### src/rtl/mem_access_pkg.sv
// Shared definitions for the byte-serial MEM-stage load/store unit:
// FSM states, access size codes, funct3 load/store values and zero constants.
package mem_access_pkg;

  typedef enum logic [1:0] {
    IDLE    = 2'd0,
    ACCESS  = 2'd1,
    COLLECT = 2'd2,
    DONE    = 2'd3
  } state_t;

  localparam logic [1:0] SZ_B = 2'b00;
  localparam logic [1:0] SZ_H = 2'b01;
  localparam logic [1:0] SZ_W = 2'b10;

  localparam logic [2:0] F3_LB  = 3'b000;
  localparam logic [2:0] F3_LH  = 3'b001;
  localparam logic [2:0] F3_LW  = 3'b010;
  localparam logic [2:0] F3_LBU = 3'b100;
  localparam logic [2:0] F3_LHU = 3'b101;
  localparam logic [2:0] F3_SB  = 3'b000;
  localparam logic [2:0] F3_SH  = 3'b001;
  localparam logic [2:0] F3_SW  = 3'b010;

  localparam logic [31:0] ZeroWord = 32'h0;
  localparam logic [4:0]  ZeroReg  = 5'h0;

  // Number of bytes moved for a funct3 size field; 10 and 11 are both a word.
  function automatic logic [2:0] nbytes(input logic [1:0] sz);
    case (sz)
      SZ_B:    nbytes = 3'd1;
      SZ_H:    nbytes = 3'd2;
      default: nbytes = 3'd4;
    endcase
  endfunction

endpackage

### src/rtl/mem_access_load_extend.sv
// Sign/zero extension of the assembled load word according to funct3.
module load_extend
  import mem_access_pkg::*;
(
  input  logic [31:0] word,
  input  logic [2:0]  op,
  output logic [31:0] data
);

  always_comb begin
    data = ZeroWord;
    case (op)
      F3_LB:   data = {{24{word[7]}}, word[7:0]};
      F3_LH:   data = {{16{word[15]}}, word[15:0]};
      F3_LBU:  data = {24'h0, word[7:0]};
      F3_LHU:  data = {16'h0, word[15:0]};
      default: data = word;
    endcase
  end

endmodule

### src/rtl/mem_access.sv
// Byte-serial load/store unit: one request, one RAM byte per cycle, pipeline
// stalled until the DONE cycle, extended load data returned for write-back.
module mem_access
  import mem_access_pkg::*;
#(
  parameter int unsigned ADDR_W = 32,
  parameter int unsigned DATA_W = 32
) (
  input  logic              clk,
  input  logic              rst,
  input  logic              req_valid,
  input  logic              req_we,
  input  logic [2:0]        req_op,
  input  logic [ADDR_W-1:0] req_addr,
  input  logic [DATA_W-1:0] req_wdata,
  input  logic [4:0]        req_rd,
  output logic [ADDR_W-1:0] mem_a,
  output logic [7:0]        mem_dout,
  output logic              mem_wr,
  input  logic [7:0]        mem_din,
  output logic              stall_o,
  output logic              done_o,
  output logic              wb_en,
  output logic [4:0]        wb_addr,
  output logic [DATA_W-1:0] wb_data
);

  state_t              state_q, state_d;
  logic                we_q;
  logic [2:0]          op_q;
  logic [ADDR_W-1:0]   addr_q;
  logic [DATA_W-1:0]   wdata_q;
  logic [4:0]          rd_q;
  logic [1:0]          cnt_q;
  logic [31:0]         word_q;
  logic [31:0]         ext_data;
  logic                last;
  logic [1:0]          cap_idx;

  assign last    = (cnt_q == 2'(nbytes(op_q[1:0]) - 3'd1));
  // RAM data lags the address by one cycle, so ACCESS k stores byte k-1.
  assign cap_idx = (state_q == COLLECT) ? cnt_q : cnt_q - 2'd1;

  load_extend u_load_extend (
    .word (word_q),
    .op   (op_q),
    .data (ext_data)
  );

  always_ff @(posedge clk or negedge rst) begin
    if (!rst) begin
      state_q <= IDLE;
      we_q    <= 1'b0;
      op_q    <= 3'b000;
      addr_q  <= '0;
      wdata_q <= '0;
      rd_q    <= ZeroReg;
      cnt_q   <= 2'd0;
      word_q  <= ZeroWord;
    end else begin
      state_q <= state_d;
      case (state_q)
        IDLE: begin
          if (req_valid) begin
            we_q    <= req_we;
            op_q    <= req_op;
            addr_q  <= req_addr;
            wdata_q <= req_wdata;
            rd_q    <= req_rd;
            cnt_q   <= 2'd0;
            word_q  <= ZeroWord;
          end
        end
        ACCESS: begin
          if (!we_q && cnt_q != 2'd0) word_q[{cap_idx, 3'b000} +: 8] <= mem_din;
          if (!last) cnt_q <= cnt_q + 2'd1;
        end
        COLLECT: word_q[{cap_idx, 3'b000} +: 8] <= mem_din;
        default: ;
      endcase
    end
  end

  // Next state plus outputs decoded from registered state (stall also sees req_valid).
  always_comb begin
    state_d  = state_q;
    mem_a    = '0;
    mem_dout = 8'h00;
    mem_wr   = 1'b0;
    stall_o  = 1'b0;
    done_o   = 1'b0;
    wb_en    = 1'b0;
    wb_addr  = ZeroReg;
    wb_data  = '0;
    case (state_q)
      IDLE: begin
        if (req_valid) begin
          stall_o = 1'b1;
          state_d = ACCESS;
        end
      end
      ACCESS: begin
        stall_o = 1'b1;
        mem_a   = addr_q + ADDR_W'(cnt_q);
        if (we_q) begin
          mem_wr   = 1'b1;
          mem_dout = wdata_q[{cnt_q, 3'b000} +: 8];
        end
        if (last) state_d = we_q ? DONE : COLLECT;
      end
      COLLECT: begin
        stall_o = 1'b1;
        state_d = DONE;
      end
      DONE: begin
        done_o  = 1'b1;
        state_d = IDLE;
        if (!we_q) begin
          wb_en   = 1'b1;
          wb_addr = rd_q;
          wb_data = DATA_W'(ext_data);
        end
      end
      default: state_d = IDLE;
    endcase
  end

endmodule

### config.mk
export PLATFORM = sky130hd
export DESIGN_NAME = mem_access
export DESIGN_NICKNAME = d
export VERILOG_FILES = /design/src/rtl/mem_access_pkg.sv /design/src/rtl/mem_access_load_extend.sv /design/src/rtl/mem_access.sv
export SDC_FILE = /design/constraint.sdc
export NUM_CORES = 1
export LEC_CHECK = 0
export ABC_AREA = 1
export BUFFER_PORTS_ARGS = -buffer_cell sky130_fd_sc_hd__buf_2
export CAP_MARGIN = 20
export CORE_MARGIN = 1
export CORE_UTILIZATION = 58
export DETAILED_ROUTE_END_ITERATION = 6
export HOLD_SLACK_MARGIN = 0.15
export PLACE_DENSITY = 0.88
export SLEW_MARGIN = 5
export SYNTH_ARGS = -nofsm -noshare
export SYNTH_HDL_FRONTEND = slang
export SYNTH_HIERARCHICAL = 1
export SYNTH_SLANG_ARGS = --single-unit
### constraint.sdc
create_clock -name clk -period 4.2 [get_ports clk]
set_input_delay 0 -clock clk [delete_from_list [all_inputs] [get_ports clk]]
set_output_delay 0 -clock clk [all_outputs]
set_load 0.01 [all_outputs]
Word level (Yosys, flattened, before mapping)
Index checks and enable logic that the tools add are counted.
{"block": "totals", "in_bits": 84, "register_bits": 109, "wordCells": 69}
{"block": "classes", "shifts": 3, "muxes": 28, "eq_ne": 12, "n_addsub": 5, "n_reduce_logical": 13}
{"cell": "32-bit two-way mux", "count": 5}
{"cell": "32-bit one-hot mux with 4 select lines", "count": 1}
{"cell": "32-bit one-hot mux with 3 select lines", "count": 1}
{"cell": "32-bit by 2-bit adder with 32-bit output", "count": 1}
{"cell": "32-bit bitwise mux", "count": 1}
{"cell": "8-bit by 7-bit variable shift with 32-bit output, first input constant", "count": 1}
{"cell": "32-bit by 6-bit indexed part select with 8-bit output", "count": 1}
{"cell": "8-bit by 7-bit indexed part select with 32-bit output", "count": 1}
{"cell": "8-bit two-way mux", "count": 2}
{"cell": "2-bit two-way mux", "count": 5}
{"cell": "5-bit two-way mux", "count": 2}
{"cell": "2-bit inequality test, second input constant", "count": 4}
{"cell": "2-bit one-hot mux with 2 select lines", "count": 2}
{"cell": "2-bit one-hot mux with 4 select lines", "count": 1}
{"cell": "1-bit two-way mux", "count": 7}
{"cell": "5-bit negator with 7-bit output", "count": 1}
{"cell": "3-bit equality test, second input constant", "count": 2}
{"cell": "3-bit AND reduction", "count": 2}
{"cell": "2-bit by 1-bit equality test with 1-bit output, second input constant", "count": 2}
{"cell": "2-bit equality test, second input constant", "count": 2}
{"cell": "2-bit logical NOT", "count": 2}
{"cell": "2-bit AND reduction", "count": 2}
{"cell": "2-bit nonzero test", "count": 2}
{"cell": "2-bit by 1-bit subtractor with 2-bit output, second input constant", "count": 2}
{"cell": "9 further kinds", "count": 9}

Longest topological paths before layout
{"block": "depth", "word_depth": 7, "depth_mapped": 13, "ltp_nobuf": 12}

Cells and area by module
The synthesis kept the hierarchy.
{"mod": "mem_access", "instances": 1, "area_per_inst_um2": 6224.7, "cells_each": 796, "seq_area_each_um2": 2727.6}
{"mod": "load_extend", "instances": 1, "area_per_inst_um2": 389.1, "cells_each": 70, "seq_area_each_um2": 0.0}

Least setup slack after synthesis
Ideal clock, no wire load.
{"block": "synth_timing", "path_kind": "reg-to-reg", "start": "register cnt_q[0]", "end": "register word_q[16]", "t_arrival_ns": 2.151, "path_slack_ns": 1.984, "path_buffers": 2, "required_time_ns": 4.135, "synth_period_minus_slack_ns": 2.216, "path_stages_with_launch": 14, "setup_ns": 0.065, "cell_sequence": "dfrtp_1 -> inv_1 -> buf_2 -> clkbuf_1 -> ha_1 -> nand2_1 -> o21ai_2 -> inv_1 -> ha_1 -> nor2_1 -> nand2_2 -> nor3_1 -> nand2_1 -> nand2_1"}
{"block": "synth_via", "elab_chain_len": 7, "elab_cells_between_ends": 12, "cone_classes": "add/sub (2); eq/ne (1); shift (2); mux (4); reduce/logical (3)"}
{"element": "start, declared", "line": "mem_access.sv:34", "source": "logic [1:0] cnt_q;"}
{"element": "start signal, assigned", "line": "mem_access.sv:76", "source": "if (!last) cnt_q <= cnt_q + 2'd1;"}
{"element": "2-bit by 1-bit subtractor with 2-bit output", "line": "mem_access.sv:42", "source": "assign cap_idx = (state_q == COLLECT) ? cnt_q : cnt_q - 2'd1;"}
{"element": "2-bit two-way mux", "line": "mem_access.sv:42"}
{"element": "5-bit negator with 7-bit output", "line": "mem_access.sv:75, mem_access.sv:78"}
{"element": "8-bit by 7-bit indexed part select with 32-bit output / 8-bit by 7-bit variable shift with 32-bit output (equally long branches)", "line": "mem_access.sv:75, mem_access.sv:78"}
{"element": "32-bit bitwise mux", "line": "mem_access.sv:75, mem_access.sv:78"}
{"element": "32-bit two-way mux", "line": "mem_access.sv:75", "source": "if (!we_q && cnt_q != 2'd0) word_q[{cap_idx, 3'b000} +: 8] <= mem_din;"}
{"element": "32-bit one-hot mux with 3 select lines", "line": "mem_access.sv:62", "source": "case (state_q)"}
{"element": "end signal, assigned", "line": "mem_access.sv:59", "source": "word_q <= ZeroWord;"}
{"element": "end signal, assigned by index", "line": "mem_access.sv:75"}
{"element": "end signal, assigned by index", "line": "mem_access.sv:78", "source": "COLLECT: word_q[{cap_idx, 3'b000} +: 8] <= mem_din;"}
{"element": "end, declared", "line": "mem_access.sv:35", "source": "logic [31:0] word_q;"}
Several ways; a longest one is shown, not always the timed one. The select of a mux whose other input is x is not followed.
A chain may end at the register's enable or synchronous reset.

Worst setup path after layout
{"block": "layout_timing", "start": "register cnt_q[0]", "end": "register word_q[2]"}
The elaborated chain is that of the path after synthesis.

==> summary.md <==
| Metric | Value |
|---|---|
| Worst-margin pin slew | `1.01 ns` |
| Max Slew Vio Count | `0` |
| R2R depth | `10` |
| Final Cycle Share | `0.779` |
| Post-Synth Simple-Gate Area | `0.297` |
| Layout area overhead | `29.0%` |
| Final min period | `3.27 ns` |
| CTS tree | `done` |
| Seq/Total Area, Yosys | `0.412` |
| Clock network fraction of design power | `0.153` |
| Clk_lat worst skew | `0.36 ns` |
| Post-Synth XOR/XNOR Area | `0.00795` |
| Crit path largest cell delay | `0.80 ns` |
| Postcts setup bufs | `0` |
| Static Leak | `4.32 nW` |
| N_diodes | `0` |
| WHS Path Cells | `5` |
| Num CTS Buffers | `9` |
| FF-to-FF setup slack | `0.93 ns` |
| Mux share of post-synthesis cell area | `0.0851` |
| Worst-path clk slew | `0.08 ns` |
| Largest family of logic cells by synthesized area | `simple AND/OR/NAND/NOR gates` |
| Initial Util | `0.602` |
| CP endpoint kind | `flip-flop` |
| Arrival @ worst endpoint | `3.55 ns` |
| Syn Nets | `962` |
| Avg WL per Cell | `16.1 µm` |
| Final Hold Fails | `0` |
| Port bufs | `164` |
| DRC viols | `0` |
| Post-route ant nets | `0` |
| Placer Congestion | `0.899` |
| CTS sink count | `109` |
| Unrepaired setup endpoints after global routing | `no` |
| DP HPWL | `11600 µm` |
| Clk root buf | `clkbuf_16` |
| DR vias | `6757` |
| Reg2reg end | `word_q[2]$_DFFE_PN0P_` |
| Drt total wl | `19800 µm` |
| Clk_skew | `0.00871 ns` |
| Avg Cell Area, Syn | `7.64 µm²` |
| Drt pass-1 iters | `5` |
| Total global routing overflow | `0` |
| Cell mode on critical path | `nand2_1` |
| Share of cells above drive strength 1 | `0.253` |
| Switching share of power | `0.480` |
| # resized after CTS | `0` |
| Worst r2r src | `cnt_q[0]$_DFFE_PN0P_` |
| Sequential fraction of design power | `0.343` |
| Max frequency | `306 MHz` |
| Clk buf depth | `2` |
| Int Pwr | `3.00 mW` |
| Core Region | `11000 µm²` |
| PwrDens | `676 nW/µm²` |
| Synth Area in Compound Gates | `0.0849` |
| Final hold slack | `0.154 ns` |
| Relative slew margins | `0.325` |
| Largest net degree at the start of global routing | `80` |
| Chip width | `109 µm` |
| DR vias/cell | `5.48` |
| Fin nets | `1183` |
| Cell Area, Synth | `6610 µm²` |
| Setup violations, final | `0` |
| CTS Hold Bufs | `82` |
| WS Path Type | `reg -> reg` |
| Logic pwr share | `0.504` |
| Max-cap violations | `0` |
| Total power | `5.77 mW` |
| Die Height | `109 µm` |
| Status | `finished clean` |
| Cells after synthesis | `866` |
| Min setup slack post-route | `0.929 ns` |
| Adder-cell share of the synthesized area | `0.0238` |
| Post-Place Worst Slack | `1.20 ns` |
| P_sw | `2.77 mW` |
| Vias in the first global route | `6710` |
| Crit path max fanout | `21` |
| Wire length of the first global-routing pass | `32300 µm` |
| Total Routing Usage GR | `0.360` |
| Critical Path Source Type | `flip-flop` |
| I/O pins | `165` |
| Antenna violations before repair | `0` |
| Worst setup path endpoint | `word_q[2]$_DFFE_PN0P_` |
| H-tree depth | `3` |
| Warnings, synthesis | `6` |
| Overall die area | `11800 µm²` |
| CP Launch Point | `cnt_q[0]$_DFFE_PN0P_` |
| Initial DRC count | `592` |
| Worst EP required | `4.47 ns` |
| Max IR drop VDD | `581 µV` |
| TNS Setup | `0 ns` |
| # rows | `38` |
| Crit path cell chain | `inv_1 -> ha_1 -> nand2_1 -> o21ai_2 -> inv_1 -> ha_1 -> nand2_1 -> nor2_2 -> nand2_1 -> o21ai_0` |
| Netlist cell types | `35` |
| #FFs+latches synth | `109` |
| HP Class | `in -> reg` |
| Slowest cell on the critical path | `dfrtp_1` |
## worst max-delay path, delay by kind of cell, from the launching register on
kind            cells  cell delay [ns]
compound gates      2             0.33
simple gates        4             0.60
buf+inv             2             0.58
flops               1             0.80
fa+ha+maj           2             0.84
## layer usage
layer,track usage,vias up,part of all wire
met1,0.416,3122,0.39
met4,0.217,0,0.049
met3,0.0801,93,0.066
met2,0.610,360,0.50
met5,0,-,0
li1,-,3182,-
## power groups by stage
stage	sequential, mW	clock, mW	combinational [mW]
after CTS	1.94	0.891	2.79
final	1.98	0.880	2.91
after global placement	1.94	0	2.64
after detailed placement	1.95	0	2.71
after floorplan	1.78	0	2.21
after global routing	2.03	0.938	3.24
## through the flow
step,util,cell area (µm²),cells
floorplan,-,6610,866
global placement,0.674,7400,1134
detailed placement,0.674,7400,1134
CTS,0.777,8530,1232
global route,0.777,8530,1232
finish,0.777,8530,1232
## worst min path at each step
stage,startpoint,to,slack [ns]
floorplan,rst,addr_q[0]$_DFFE_PN0P_,-0.30
global placement,rst,rd_q[1]$_DFFE_PN0P_,0.20
detailed placement,rst,rd_q[1]$_DFFE_PN0P_,0.21
CTS,req_valid,state_q[0]$_DFFE_PN0P_,0.15
global route,req_valid,state_q[0]$_DFFE_PN0P_,0.19
finish,req_valid,state_q[0]$_DFFE_PN0P_,0.15
## layout make-up
| type | count | area [µm²] |
|---|---|---|
| Multi-Input combinational cell | 626 | 3310 |
| Sequential cell | 109 | 2730 |
| Fill cell | 732 | 2450 |
| Timing Repair Buffer | 248 | 1660 |
| Inverter | 93 | 349 |
| Clock buffer | 9 | 225 |
| Tap cell | 140 | 175 |
| Clock inverter | 7 | 86.3 |
## placed cells by master, fill, tap and decap left out, types with 3 or more instances in the layout
| cell type | count |
|---|---|
| nor3_1 | 13 |
| o21ai_1 | 16 |
| xnor2_1 | 5 |
| dfrtp_1 | 109 |
| nor2_2 | 7 |
| a21oi_1 | 43 |
| ha_1 | 11 |
| nor2_1 | 164 |
| nor2_4 | 8 |
| clkinv_8 | 3 |
| nand2_2 | 12 |
| o21ai_0 | 45 |
| mux2_2 | 50 |
| nand2_1 | 192 |
| buf_4 | 3 |
| inv_2 | 5 |
| nand3_1 | 44 |
| clkbuf_16 | 9 |
| buf_2 | 163 |
| dlygate4sd3_1 | 82 |
| inv_1 | 87 |
## cells by family (layout without fill, tap and decap cells)
| logic type | count (synthesis) | after routing |
|---|---|---|
| compound gates | 108 | 108 |
| xor+xnor | 6 | 6 |
| fa+ha+maj | 12 | 12 |
| buf+inv | 131 | 357 |
| flops | 109 | 109 |
| mux | 50 | 50 |
| simple gates | 450 | 450 |
## flip-flops by register name, indices dropped and copies added, names as in the netlist
| signal | cells |
|---|---|
| state_q | 2 |
| we_q | 1 |
| addr_q | 32 |
| rd_q | 5 |
| word_q | 32 |
| op_q | 3 |
| wdata_q | 32 |
| cnt_q | 2 |
## synthesized netlist by cell type
cell type	number	area share
nand2_2	12	0.011
nand3b_1	1	0.0011
fa_1	1	0.0030
dfrtp_1	109	0.41
o21ai_0	45	0.034
nor3_4	1	0.0025
inv_1	87	0.049
nand4_4	1	0.0032
inv_2	5	0.0028
nand3_4	2	0.0053
nor3_1	13	0.0098
o21ai_2	2	0.0026
buf_1	5	0.0028
nor2_8	1	0.0030
or2_2	1	0.00095
a211oi_1	1	0.0011
nand4_2	1	0.0019
o21ai_1	16	0.012
nor2_1	164	0.093
xnor2_1	5	0.0066
clkinv_1	1	0.00057
nor2_2	7	0.0066
xor2_1	1	0.0013
a21oi_4	1	0.0025
buf_2	13	0.0098
clkbuf_1	4	0.0023
mux2_2	50	0.085
buf_6	5	0.0085
nand2_1	193	0.11
a21oi_1	43	0.033
nor2_4	8	0.014
nand3_1	44	0.033
ha_1	11	0.021
nand2_4	1	0.0017
buf_4	11	0.012
Power figures use the tool's default switching activity.
